## config.mk

```make
export PLATFORM = sky130hd
export DESIGN_NAME = ifu_fetch
export DESIGN_NICKNAME = d
export VERILOG_FILES = /design/src/rtl/ifu_fetch.sv
export SDC_FILE = /design/constraint.sdc
export NUM_CORES = 1
export LEC_CHECK = 0
export BUFFER_PORTS_ARGS = -buffer_cell sky130_fd_sc_hd__buf_2
export CORE_MARGIN = 3
export CORE_UTILIZATION = 30
export CTS_CLUSTER_SIZE = 28
export DETAILED_ROUTE_END_ITERATION = 12
export MAX_ROUTING_LAYER = met4
export PLACE_DENSITY_LB_ADDON = 0.12
export SLEW_MARGIN = 20
export SYNTH_ARGS = -nofsm -noshare
export SYNTH_HDL_FRONTEND = slang
export SYNTH_SLANG_ARGS = --single-unit
```

## constraint.sdc

```tcl
create_clock -name clk -period 2.15 [get_ports clk]
set_clock_uncertainty 0.05 [all_clocks]
set_input_delay 0.1075 -clock clk [delete_from_list [all_inputs] [get_ports clk]]
set_output_delay 0.1075 -clock clk [all_outputs]
set_load 0.02 [all_outputs]
```

## src/rtl/ifu_fetch.sv

```systemverilog
// Instruction-fetch stage: owns the PC, issues one instruction-memory read at a time,
// and presents the captured instruction to decode as {PC, Instr, PC_4, diffen}.
module ifu_fetch #(
   parameter int                  PC_WIDTH        = 32,
   parameter int                  DATA_WIDTH      = 32,
   parameter logic [PC_WIDTH-1:0] RESET_PC        = 32'h8000_0000,
   parameter int                  IF_ID_BUS_WIDTH = 2*PC_WIDTH+DATA_WIDTH+1
) (
   input  logic                       clk,
   input  logic                       rst,
   input  logic                       if_id_reg_enable,
   input  logic                       bpu_clear_ctrl,
   input  logic [PC_WIDTH-1:0]        redirect_pc,
   output logic                       imem_req_valid,
   input  logic                       imem_req_ready,
   output logic [PC_WIDTH-1:0]        imem_req_addr,
   input  logic                       imem_resp_valid,
   input  logic [DATA_WIDTH-1:0]      imem_resp_data,
   output logic [IF_ID_BUS_WIDTH-1:0] if_id_bus,
   output logic                       fetch_busy
);

   typedef enum logic [1:0] {
      ST_REQ  = 2'd0,
      ST_WAIT = 2'd1,
      ST_HOLD = 2'd2,
      ST_DROP = 2'd3
   } state_t;

   state_t                state_r;
   state_t                state_s;
   logic [PC_WIDTH-1:0]   pc_r;
   logic [DATA_WIDTH-1:0] instr_r;
   logic [PC_WIDTH-1:0]   pc_plus4_s;
   logic [PC_WIDTH-1:0]   redirect_aligned_s;
   logic                  handshake_s;

   assign pc_plus4_s         = pc_r + PC_WIDTH'(4);
   assign redirect_aligned_s = redirect_pc & ~PC_WIDTH'(3);
   assign handshake_s        = (state_r == ST_REQ) && imem_req_ready;

   // FSM state register
   always_ff @(posedge clk) begin
      if (rst) begin
         state_r <= ST_REQ;
      end else begin
         state_r <= state_s;
      end
   end

   // FSM next-state logic; redirect outranks every other event
   always_comb begin
      state_s = state_r;
      case (state_r)
         ST_REQ: begin
            if (handshake_s) begin
               state_s = bpu_clear_ctrl ? ST_DROP : ST_WAIT;
            end else begin
               state_s = ST_REQ;
            end
         end
         ST_WAIT: begin
            if (bpu_clear_ctrl) begin
               state_s = imem_resp_valid ? ST_REQ : ST_DROP;
            end else if (imem_resp_valid) begin
               state_s = ST_HOLD;
            end else begin
               state_s = ST_WAIT;
            end
         end
         ST_HOLD: begin
            if (bpu_clear_ctrl || if_id_reg_enable) begin
               state_s = ST_REQ;
            end else begin
               state_s = ST_HOLD;
            end
         end
         // a redirect while draining only retargets pc; the drain still ends on the response
         ST_DROP: begin
            if (imem_resp_valid) begin
               state_s = ST_REQ;
            end else begin
               state_s = ST_DROP;
            end
         end
         default: state_s = ST_REQ;
      endcase
   end

   // PC and instruction registers
   always_ff @(posedge clk) begin
      if (rst) begin
         pc_r    <= RESET_PC;
         instr_r <= '0;
      end else begin
         if (bpu_clear_ctrl) begin
            pc_r <= redirect_aligned_s;
         end else if ((state_r == ST_HOLD) && if_id_reg_enable) begin
            pc_r <= pc_plus4_s;
         end
         // responses outside WAIT are protocol errors and leave instr untouched
         if ((state_r == ST_WAIT) && imem_resp_valid && !bpu_clear_ctrl) begin
            instr_r <= imem_resp_data;
         end
      end
   end

   // FSM outputs, decoded from the registered state only
   always_comb begin
      imem_req_valid = 1'b0;
      fetch_busy     = 1'b0;
      if_id_bus      = '0;
      case (state_r)
         ST_REQ:  imem_req_valid = 1'b1;
         ST_WAIT: fetch_busy     = 1'b1;
         ST_HOLD: if_id_bus      = {pc_r, instr_r, pc_plus4_s, 1'b1};
         ST_DROP: fetch_busy     = 1'b1;
         default: imem_req_valid = 1'b0;
      endcase
   end

   assign imem_req_addr = pc_r;

endmodule

```

==> results of run 1 <==
-- per-stage QoR --
stage | setup TNS, ns | cells
after floorplan | -0.0508 | 581
after global placement | 0 | 952
final | -1.52 | 1037
after CTS | -1.66 | 1032
after detailed placement | 0 | 952
after global routing | -3.12 | 1037
-- final cells by class --
class                   instances  area, um2  share of cell area (%)
well taps                     176        220                    3.18
flip-flops and latches         64       1330                    19.3
clock buffers                  10        239                    3.46
repair buffers                323       2160                    31.2
multi-input cells             446       2870                    41.5
inverters                      12       46.3                   0.670
clock inverters                 6       43.8                   0.633
-- worst paths after layout --
| kind | startpoint | end | slack, ns | cells after the start |
|---|---|---|---|---|
| hold reg to reg | instr_r[22] | instr_r[22] | 0.40 | 2 |
| hold / removal | redirect_pc[5] | imem_req_addr[5] | 0.01 | 3 |
| setup reg to reg | imem_req_addr[2] | imem_req_addr[27] | -0.08 | 6 |
| setup / recovery | imem_req_addr[2] | if_id_bus[30] | -0.11 | 5 |
-- per-layer routing --
layer	wire (um)	vias to the layer above
met2	7850	181
met3	1080	24
met4	314	0
li1	-	2563
met1	6990	2427
met5	0	-
-- sequential cells by signal, summed over array words and instances, names as in the netlist --
signal         flops
imem_req_addr     30
instr_r           32
state_r            2
-- synthesized netlist by cell type, types with 8 or more instances --
master	n
dfxtp_1	64
nor4_1	9
nor3_1	12
nor2_1	50
xor2_1	8
nand4_1	14
a211oi_1	13
nand2_1	79
and2_1	62
xnor2_1	14
clkbuf_1	43
or3_1	25
or4_1	10
o21ai_0	24
a21oi_1	52
inv_1	10
nand3_1	11
-- logic make-up (layout without fill, tap and decap cells) --
kind of cell / Yosys count / after routing / synth area share [%]
other cells: 1 / 6 / 0.0912
buf+inv: 72 / 351 / 7.51
simple gates: 293 / 294 / 37.2
xor+xnor: 22 / 22 / 4.69
mux: 4 / 4 / 1.10
flops: 64 / 64 / 31.2
fa+ha+maj: 3 / 3 / 0.913
compound gates: 117 / 117 / 17.4
-- power by group through the flow --
| stage | Sequential (W) | Combinational, W | Clock [W] |
|---|---|---|---|
| 2_1_floorplan | 0.00137 | 0.000409 | 0 |
| 3_3_place_gp | 0.00132 | 0.000779 | 0 |
| 3_5_place_dp | 0.00132 | 0.000789 | 0 |
| 4_1_cts | 0.00130 | 0.000889 | 0.00142 |
| 5_1_grt | 0.00131 | 0.000983 | 0.00148 |
| 6_report | 0.00130 | 0.000902 | 0.00138 |
-- cells in the final DEF (no fill, tap or decap), types with 15 or more instances in the layout --
cell,netlist,routed
a21oi_1,52,42
and2_1,62,62
buf_2,3,178
buf_4,7,79
buf_6,1,15
dfxtp_1,64,40
dfxtp_2,0,15
dlygate4sd3_1,0,50
nand2_1,79,78
nor2_1,50,50
o21ai_0,24,15
-- repair_timing --
| item | 4_1_cts | 5_1_grt |
|---|---|---|
| hold buffers | 50 | 0 |
| pin swaps | 26 | 15 |
| gates cloned | 1 | 0 |
| hold endpoints to repair | 50 | 0 |
| setup buffers | 13 | 5 |
| resized for setup | 73 | 45 |
| setup endpoints to repair | 39 | 39 |
-- critical path, cell delays in order (launching register included) --
cell and delay (ns):
dfxtp_4 0.36, nand4_1 0.17, or4_4 0.51, or3_4 0.41, a21oi_4 0.17, buf_6 0.14
==> impl_summary.md, run 1 <==
Outcome
The run finished, with violations left. The final reports fail on negative setup slack.

Power
The clock network fraction of design power is 38.6%. The switching power is 0.00114 W. Net switching is 31.9% of the power. Of the total power, combinational logic draws about a quarter. After layout, the design draws a total of 0.00358 W.

Power spread over the standard cell area amounts to 518 nW/um2. The sequential share of power is between 30 and 40%. The leakage component of the power is 3.02 nW. The internal power of the cells totals 0.00244 W. The worst supply voltage drop on vdd is 448 uV.

Global route
The maximum number of pins on one net before global-route repair is 42. The combined global-route utilization of all metal layers is 21.6%. The met2 layer usage reported by global route is between 30% and 40%. The total overflow left after global routing is 0. The global routing stage identified its most utilized layer as met2. The first-pass GRT wire length is around 25000 um. The initial antenna violation count came to 0.

In the global route stage, met1 resource usage came out at between 20% and 30%. Global routing used 4.62% of the available met3 tracks. The number of global-route vias before repair is 5134.

Drt
In this run, the number of DRC markers left after iteration 0 of detailed routing was around 240. Summed over all layers, the routed wires come to 16200 um. The count of vias placed by the detailed router is 5195. The count of nets left with antenna violations once routing finished came out at 0. The via-per-instance ratio is 5.01.

In the final routed layout, each cell accounts on average for 15.7 um. The detailed-router iteration count before antenna repair is 4. The total DRC errors in the routed layout is 0.

Cells and area
Once layout is complete, the utilization of the core stands at 51.8%. In the final design database the tool counted 929 nets. After filler insertion, the fill cell instance count of the layout stands at ~1300. The signed area change from the synthesized netlist to the final layout is 68.1%.

Cells with a size suffix above 1 make up 43.2% of the layout. The number of antenna diodes is 0. Once layout is done, the placed cells without fillers occupy 6910 um2.

Logic synthesis
The netlist area before placement is approximately 4100 um2. During synthesis, Yosys emitted a total of 0 warnings. In this run, synthesis inferred 0 flip-flops with an integrated enable. The cell count after synthesis came out at ~580.

After synthesis, the cell types taking the most area are dfxtp_1 31%, and2_1 9.4%, nand2_1 7.2%, a21oi_1 6.3%, nor2_1 4.6%. Of all flip-flops after synthesis, the portion carrying an async set or reset was 0%. The number of different library cells used by synthesis comes to 47. The most common flop cell mapped by yosys is dfxtp_1. The average instance area after synthesis is 7.14 um2. Counting flops and latches in the post-synthesis netlist gives 64. Sequential cells were found to cover 31.2% of the synthesized design area.

The biggest area contributor in the post-synthesis netlist is dfxtp_1. The portion of synthesized cell area occupied by the leading cell type is 31.2%.

Placement
The post-detailed-placement cell area is 5600 um2. The placer congestion estimate is 0.882. Timing analysis after detailed placement gives a worst setup slack of 0.00194 ns. The half-perimeter wire length after placement is 10800 um.

Input and output buffers added on the ports amount to around 190.

Clock network
TritonCTS built the clock tree. The number of clock buffers added by TritonCTS is 9. The number of H-tree levels is 3. CTS placed an instance of clkbuf_16 at the clock tree root. The clock tree buffer depth is 2. The clock transition at the registers of the reported paths is 0.05 ns.

The insertion delay of the later-clocked pin in the worst-skew pair is ~0.34 ns. For this design, the sink count on the clock tree is 64.

Floorplanning
The die covers 15100 um2. The number of placed I/O pins is 201. The die is 123 um wide. Row generation in the floorplan step produced 42 rows. The initial standard-cell utilization of the core is 30.8%. The height of the chip is 123 um.

The core footprint is 13300 um2.

Critical path
The worst setup path is of the reg2out kind. In this run the worst path has a maximum fanout of 3. The kind of launch point of the worst setup path is a flip-flop. The arrival time at the worst endpoint is 2.10 ns.

The required time of the worst setup path is 1.99 ns. The critical path capture point type is a primary output.

Timing
The total count of max-transition violations in the final report is 0. Setup repair after global routing could not meet its margin everywhere. The setup violation total in the final timing report is 18.

The pin slew with the least headroom to its limit is 0.636 ns. The worst slew margin relative to its limit is between 50 and 60%. The number of hold-slack violations in the final timing report is 0. The worst path in the final design needs a cycle of about 2.3 ns, including I/O delays and setup. The worst path uses 105% of the clock period. Hold is met by 0.00952 ns. The achievable frequency is 442 MHz. The post-route worst setup slack is -0.111 ns.

Worst hold path
In this run the worst hold path is classified as in2reg.

Flow run
The number of violations of the max-capacitance limit is 0.
Power figures use the tool's default switching activity.
==> run 2, diff against run 1 <==
--- a/config.mk
+++ b/config.mk
@@ -11,7 +11,6 @@
 export CTS_CLUSTER_SIZE = 28
 export DETAILED_ROUTE_END_ITERATION = 12
 export MAX_ROUTING_LAYER = met4
-export PLACE_DENSITY_LB_ADDON = 0.12
 export SLEW_MARGIN = 20
 export SYNTH_ARGS = -nofsm -noshare
 export SYNTH_HDL_FRONTEND = slang
==> constraint.sdc (replaced) <==
create_clock -name clk -period 2.5 [get_ports clk]
set_clock_uncertainty 0.05 [all_clocks]
set_input_delay 0.125 -clock clk [delete_from_list [all_inputs] [get_ports clk]]
set_output_delay 0.125 -clock clk [all_outputs]
set_load 0.02 [all_outputs]
==> run 2 against run 1 <==
  * Final cell count is 5.4% lower
  * Final area decreased by 12%
  * The run now ends clean
  * Die area unchanged
  * Critical path type unchanged
  * Sequential share of layout area up 2.0 points
  * Highest routed layer unchanged
  * Critical endpoint is now if_id_bus[27]
  * First-iteration DRC count grew 14%
  * Sequential cell count stayed put
  * Hold slack got worse by 0.0031 ns
==> impl_summary.md, run 2 (synthesis results as in run 1) <==
Outcome
Run status: complete, no violations (was finished, violations left).

Placement
The post-detailed-placement cell area is 5310 um2 (was 5600 um2). The number of buffers inserted by port buffering came to 192 (unchanged). The half-perimeter wire length after placement is 10000 um (was 10800 um). The placer congestion estimate is 0.796 (was 0.882). The total placed cells including tap cells was 923 (was 952).

The placement-stage worst setup slack was 0.163 ns (was 0.00194 ns).

Clock network
The clock tree buffer depth was 2 (unchanged). The insertion delay of the later-clocked pin in the worst-skew pair is 0.34 ns (about the same). The clock tree root buffer cell is clkbuf_16 (unchanged). The TritonCTS buffer count came to 9 (unchanged). The clock tree from TritonCTS is built (unchanged). The clock transition at the registers of the reported paths was 0.06 ns (was 0.05 ns). The number of H-tree levels is 3 (unchanged). The number of clock sinks seen by CTS was 64 (unchanged).

Worst hold path
The startpoint of the lowest-slack hold path is redirect_pc[28] (was redirect_pc[5]). The worst hold-check path type was in2reg (unchanged).

Critical path
The arrival time at the worst endpoint came to 2.23 ns (was 2.10 ns). The count of buffer and inverter cells on the critical path is 1 (unchanged). The required time of the worst setup path is 2.33 ns (was 1.99 ns). Crit-path cells: ha_4 > nand3_2 > or3_4 > nor3_1 > mux2_2 > buf_2 (was nand4_1 > or4_4 > or3_4 > a21oi_4 > buf_6). The critical register-to-register path startpoint is imem_req_addr[5] (was imem_req_addr[2]). The delay contributed by the slowest stage of the critical path is 0.47 ns (was 0.51 ns).

The worst setup path category is reg2out (unchanged). The cell family with the largest share of critical-path delay was simple AND/OR/NAND/NOR gates (unchanged). The cell at the slowest stage of the critical path is or3_4 (was or4_4).

The critical path capture point type was a primary output (unchanged). The start point of the critical path is imem_req_addr[3] (was imem_req_addr[2]). The maximum fanout along the worst path is 10 (was 3).

The kind of launch point of the worst setup path is a flip-flop (unchanged).

Drt
The detailed router's first-iteration violation count came to 278 (was 244). The count of nets left with antenna violations after detail routing was 0 (unchanged). The count of vias placed by the detailed router came to 4846 (was 5195). The routed wire length was 14700 um (was 16200 um). The detailed-router iteration count before antenna repair is 4 (unchanged). The average routed wire per standard cell is 14.9 um (was 15.7 um). The via-per-instance ratio was 4.94 (was 5.01). The total DRC errors in the routed layout is 0 (unchanged).

Cells and area
The final non-filler cell area is 6110 um2 (was 6910 um2). The proportion of layout cells with a drive suffix above 1 is 34.0% (was 43.2%). Commonest cells after routing, fill and taps aside: 191 x buf_2, 79 x nand2_1, 62 x and2_1 (was 178 x buf_2, 79 x buf_4, 78 x nand2_1). The number of antenna diodes came to 0 (unchanged). The signed area change from the synthesized netlist to the final layout is 48.6% (was 68.1%). The commonest non-fill, non-tap cell in the layout is buf_2 (unchanged). The multi-input combinational cell area is 2590 um2 (was 2870 um2). The area occupied by registers came to 1300 um2 (was 1330 um2).

The net count of the finished layout is 873 (was 929). The final-layout fill cell count was 1394 (was 1291). The register containing the most flip-flops in the final layout is instr_r (unchanged). The post-route non-filler standard cell count was 981 (was 1037). The flip-flop count of the largest register, all copies and words added is 32 (unchanged).

Floorplanning
The area of the die came to 15100 um2 (unchanged). The die outline width was 123 um (unchanged). The height of the chip is 123 um (unchanged). The initial standard-cell utilization of the core is 30.8% (unchanged).

The core footprint is 13300 um2 (unchanged). The number of placement rows is 42 (unchanged). The number of placed I/O pins was 201 (unchanged).

Global route
The number of global-route vias before repair is 4337 (was 5134). The combined global-route utilization of all metal layers came to 19.1% (was 21.6%). The global route total overflow was 0 (unchanged). The initial antenna violation count is 0 (unchanged). The first-pass GRT wire length came to 22300 um (was 25300 um). The maximum number of pins on one net before global-route repair is 45 (was 42).

Timing
RSZ-0062 raised after global routing: false (was true). The setup TNS after final layout is 0 ns (was -1.52 ns). The setup violation total in the final timing report was 0 (was 18).

The worst slew margin relative to its limit is 42.9% (was 57.6%). For this run, the top clock speed supported by timing is 417 MHz. The clock period minus final worst setup slack is 2.40 ns. The pin slew with the least headroom to its limit came to 0.857 ns (was 0.636 ns).

The post-route worst setup slack is 0.0991 ns (was -0.111 ns). The total count of max-transition violations in the final report is 0 (unchanged). The share of the clock period used by the worst path after layout is 96.0%.

The number of hold-slack violations in the final timing report was 0 (unchanged).

Power
The power per cell area is 517 nW/um2 (was 518 nW/um2). The overall power is 0.00316 W (was 0.00358 W). The worst supply voltage drop on vdd is 344 uV (was 448 uV). The leakage component of the power was 2.65 nW (was 3.02 nW).

Flow run
The number of violations of the max-capacitance limit came to 0 (unchanged).
run 2: cell types whose count changed in the layout (fill, tap and decap cells not counted), sizes merged:
| cell | change |
|---|---|
| buf | -43 |
| dlygate4sd3 | -11 |
| bufinv | +2 |
| clkbuf | -1 |
| clkinv | -1 |
| inv | -1 |
| or3 | -1 |
run 2: layout make-up:
type                    instances  area share (%)
inverters                      12           0.737
well taps                     176            3.60
flip-flops and latches         64            21.2
clock buffers                  10            3.91
multi-input cells             445            42.5
clock inverters                 6            1.35
repair buffers                268            26.7
run 2: worst register-to-register path, cell delays in order (launching register included):
cell	delay (ns)
dfxtp_2	0.39
nand4_1	0.23
buf_4	0.21
buf_4	0.15
or4_4	0.60
or3_1	0.32
a311oi_1	0.27
run 2: path summary, 6_finish.rpt:
path                             to  slack (ns)  cells past startpoint
hold / removal    imem_req_addr[28]       0.006                      3
hold reg to reg         instr_r[13]        0.40                      2
setup reg to reg  imem_req_addr[19]        0.17                      6
setup / recovery      if_id_bus[27]         0.1                      6
run 2: power breakdown:
group / internal, W / leakage (nW) / switching (W)
clock: 0.000894 / 0.158 / 0.000473
sequential: 0.00108 / 0.528 / 0.0000574
combinational: 0.000263 / 1.97 / 0.000395
run 2: timing repair:
| item | in CTS | in global routing |
|---|---|---|
| endpoints found under the setup margin | 10 | 7 |
| pin swaps | 2 | 3 |
| resized for setup | 14 | 10 |
| hold endpoints to repair | 39 | 0 |
| setup buffers | 2 | 1 |
| hold buffers | 39 | 0 |
run 2: metrics by stage:
step	utilization (%)	hold slack, ns
2_1_floorplan	-	0.211
3_3_place_gp	39.8	0.317
5_1_grt	45.8	0.00886
6_report	45.8	0.00646
4_1_cts	45.5	0.00117
3_5_place_dp	39.8	0.321
run 2: layer usage:
layer	track usage (%)	routed length, um
met1	23.4	6430
met2	31.2	6980
met3	4.53	1030
met4	6.23	216
met5	-	0
==> run 3, diff against run 2 <==
--- a/config.mk
+++ b/config.mk
@@ -6,6 +6,7 @@
 export NUM_CORES = 1
 export LEC_CHECK = 0
 export BUFFER_PORTS_ARGS = -buffer_cell sky130_fd_sc_hd__buf_2
+export CORE_ASPECT_RATIO = 1.1
 export CORE_MARGIN = 3
 export CORE_UTILIZATION = 30
 export CTS_CLUSTER_SIZE = 28
==> run 3 against run 2 <==
  * Maximum frequency decreased by 0.51%
  * Worst setup slack got worse by 0.012 ns
  * Final area rose by 1.2%
  * Via count up 0.50%
  * Final cell count grew 1.5%
  * Utilization grew 0.64 points
  * Die area about the same
  * Sequential share of layout area shrank 0.37 points
  * Count of clock-buffer cells in the layout is 1 lower
  * Global-route usage up 0.39 points
  * Total power about the same
  * Critical path depth did not move
  * Critical path type unchanged
==> impl_summary.md, run 3 (synthesis results as in run 1) <==
Floorplanning
The initial standard-cell utilization of the core was 30.9% (was 30.8%). The core footprint is 13300 um2 (about the same). The area of the die came to 15200 um2 (was 15100 um2). The number of placement rows is 44 (was 42). The number of placed I/O pins is 201 (unchanged). The height of the chip is 129 um (was 123 um). The die outline width is 118 um (was 123 um).

Clock network
The clock tree from TritonCTS is built (unchanged). The clock tree buffer depth is 2 (unchanged). The clock transition at the registers of the reported paths was 0.06 ns (about the same). The clock tree root buffer cell is clkbuf_16 (unchanged). The number of H-tree levels came to 3 (unchanged). The insertion delay of the later-clocked pin in the worst-skew pair is 0.33 ns (was 0.34 ns). The number of clock sinks seen by CTS is 64 (unchanged).

The TritonCTS buffer count is 9 (unchanged).

Drt
The routed wire length is 14800 um (was 14700 um). The detailed-router iteration count before antenna repair was 4 (unchanged). The detailed router's first-iteration violation count is 240 (was 278). The count of nets left with antenna violations after detail routing was 0 (unchanged). The average routed wire per standard cell is 14.8 um (was 14.9 um).

The via-per-instance ratio is 4.89 (was 4.94). The total DRC errors in the routed layout came to 0 (unchanged). The count of vias placed by the detailed router is 4870 (was 4846).

Cells and area
The register containing the most flip-flops in the final layout is instr_r (unchanged). The end-of-flow core utilization came to 46.4% (was 45.8%). The signed area change from the synthesized netlist to the final layout came to 50.4% (was 48.6%). The net count of the finished layout is 880 (was 873). The flip-flop count of the largest register, all copies and words added is 32 (unchanged). Commonest cells after routing, fill and taps aside: 188 x buf_2, 79 x nand2_1, 62 x and2_1 (was 191 x buf_2, 79 x nand2_1, 62 x and2_1). The commonest non-fill, non-tap cell in the layout is buf_2 (unchanged). The proportion of layout cells with a drive suffix above 1 is 35.0% (was 34.0%).

The number of antenna diodes is 0 (unchanged). The post-route non-filler standard cell count came to 996 (was 981).

Global route
The global route total overflow is 0 (unchanged). The met2 layer usage reported by global route is 31.8% (was 31.2%). The met3 track demand over resource in global routing was 4.66% (was 4.53%). The first-pass GRT wire length came to 23500 um (was 22300 um). The busiest layer in global routing is met2 (unchanged). The number of global-route vias before repair was 4589 (was 4337). The combined global-route utilization of all metal layers is 19.5% (was 19.1%).

The initial antenna violation count is 0 (unchanged). The global routing met1 resource utilization is 24.0% (was 23.4%). The maximum number of pins on one net before global-route repair is 49 (was 45).

Timing
RSZ-0062 raised after global routing: true (was false). The achievable frequency came to 414 MHz (was 417 MHz). The number of hold-slack violations in the final timing report is 0 (unchanged). The share of the clock period used by the worst path after layout is 96.5% (was 96.0%). The total count of max-transition violations in the final report is 0 (unchanged). The clock period minus final worst setup slack is 2.41 ns (was 2.40 ns). The worst slew margin relative to its limit is 64.1% (was 42.9%). The setup violation total in the final timing report is 0 (unchanged). The pin slew with the least headroom to its limit is 0.538 ns (was 0.857 ns).

Power
The worst supply voltage drop on vdd is 274 uV (was 344 uV). The power per cell area was 510 nW/um2 (was 517 nW/um2). The leakage component of the power is 2.67 nW (was 2.65 nW).

Critical path
The count of buffer and inverter cells on the critical path was 2 (was 1). Crit-path cells: buf_4 > and4_1 > nand4_1 > or3_1 > a21oi_1 > buf_2 (was ha_4 > nand3_2 > or3_4 > nor3_1 > mux2_2 > buf_2). The arrival time at the worst endpoint is 2.24 ns (was 2.23 ns). The critical path capture point type is a primary output (unchanged). The cell at the slowest stage of the critical path is or3_1 (was or3_4). The kind of launch point of the worst setup path is a flip-flop (unchanged). The worst setup path category is reg2out (unchanged). The cell family with the largest share of critical-path delay is simple AND/OR/NAND/NOR gates (unchanged).

The required time of the worst setup path is 2.33 ns (about the same). The maximum fanout along the worst path was 6 (was 10). The delay contributed by the slowest stage of the critical path came to 0.43 ns (was 0.47 ns).

Placement
The half-perimeter wire length after placement is 10100 um (was 10000 um). The number of buffers inserted by port buffering came to 192 (unchanged). The total placed cells including tap cells is 935 (was 923).

The placer congestion estimate is 0.848 (was 0.796).

Flow run
The number of violations of the max-capacitance limit is 0 (unchanged).

Worst hold path
The worst hold-check path type is in2reg (unchanged).

Outcome
Run status: complete, no violations (unchanged).
[run 3: routing by layer]
metal	vias up	part of all wire, %
li1	2464	-
met1	2198	44
met2	195	47
met5	-	0
met3	13	7.2
met4	0	1.3
[run 3: cell type report]
cell class | instances | area [um2]
timing repair buffer | 274 | 1680
sequential | 64 | 1290
inverter | 12 | 45.0
multi-input combinational | 446 | 2620
clock inverter | 7 | 96.3
fill | 1407 | 7140
tap | 184 | 230
clock buffer | 9 | 225
[run 3: metrics by stage]
stage	instance area (um2)	hold WS [ns]	worst slack, ns	total power (W)	TNS (ns)
finish	6190	0.000606	0.0868	0.00316	0
detailed placement	5350	0.321	0.199	0.00176	0
global route	6190	0.0126	-0.0238	0.00330	-0.0432
CTS	6070	0.000365	0.00162	0.00318	0
global placement	5350	0.315	0.239	0.00176	0
floorplan	4130	0.211	0.0734	0.00152	0
[run 3: path summary, 6_finish.rpt]
check / from / to / slack (ns) / depth (start not counted)
setup / recovery: imem_req_addr[18] / if_id_bus[29] / 0.09 / 6
hold / removal: redirect_pc[12] / imem_req_addr[12] / 0.0006 / 3
hold reg to reg: instr_r[2] / instr_r[2] / 0.40 / 2
setup reg to reg: imem_req_addr[2] / imem_req_addr[23] / 0.16 / 7
[run 3: power by group]
part / leakage, nW / switching [W] / internal (W) / total (W)
registers: 0.527 / 0.0000563 / 0.00107 / 0.00113
clock network: 0.148 / 0.000494 / 0.000872 / 0.00137
logic: 2.00 / 0.000397 / 0.000263 / 0.000661
[run 3: repair_timing]
action                                  CTS  global route
hold endpoints to repair                 36             0
pin swaps                                 1             3
cloned                                    0             1
buffers inserted                          0             8
resized for setup                        12            15
endpoints found under the setup margin   13            13
hold buffers                             36             0
[run 3: worst register-to-register path, stage by stage, from the launching register on]
cell and delay, ns:
dfxtp_1 0.33, buf_4 0.15, nand4_1 0.17, buf_6 0.19, buf_4 0.13, or4_4 0.59, or3_1 0.33, a311oi_1 0.29
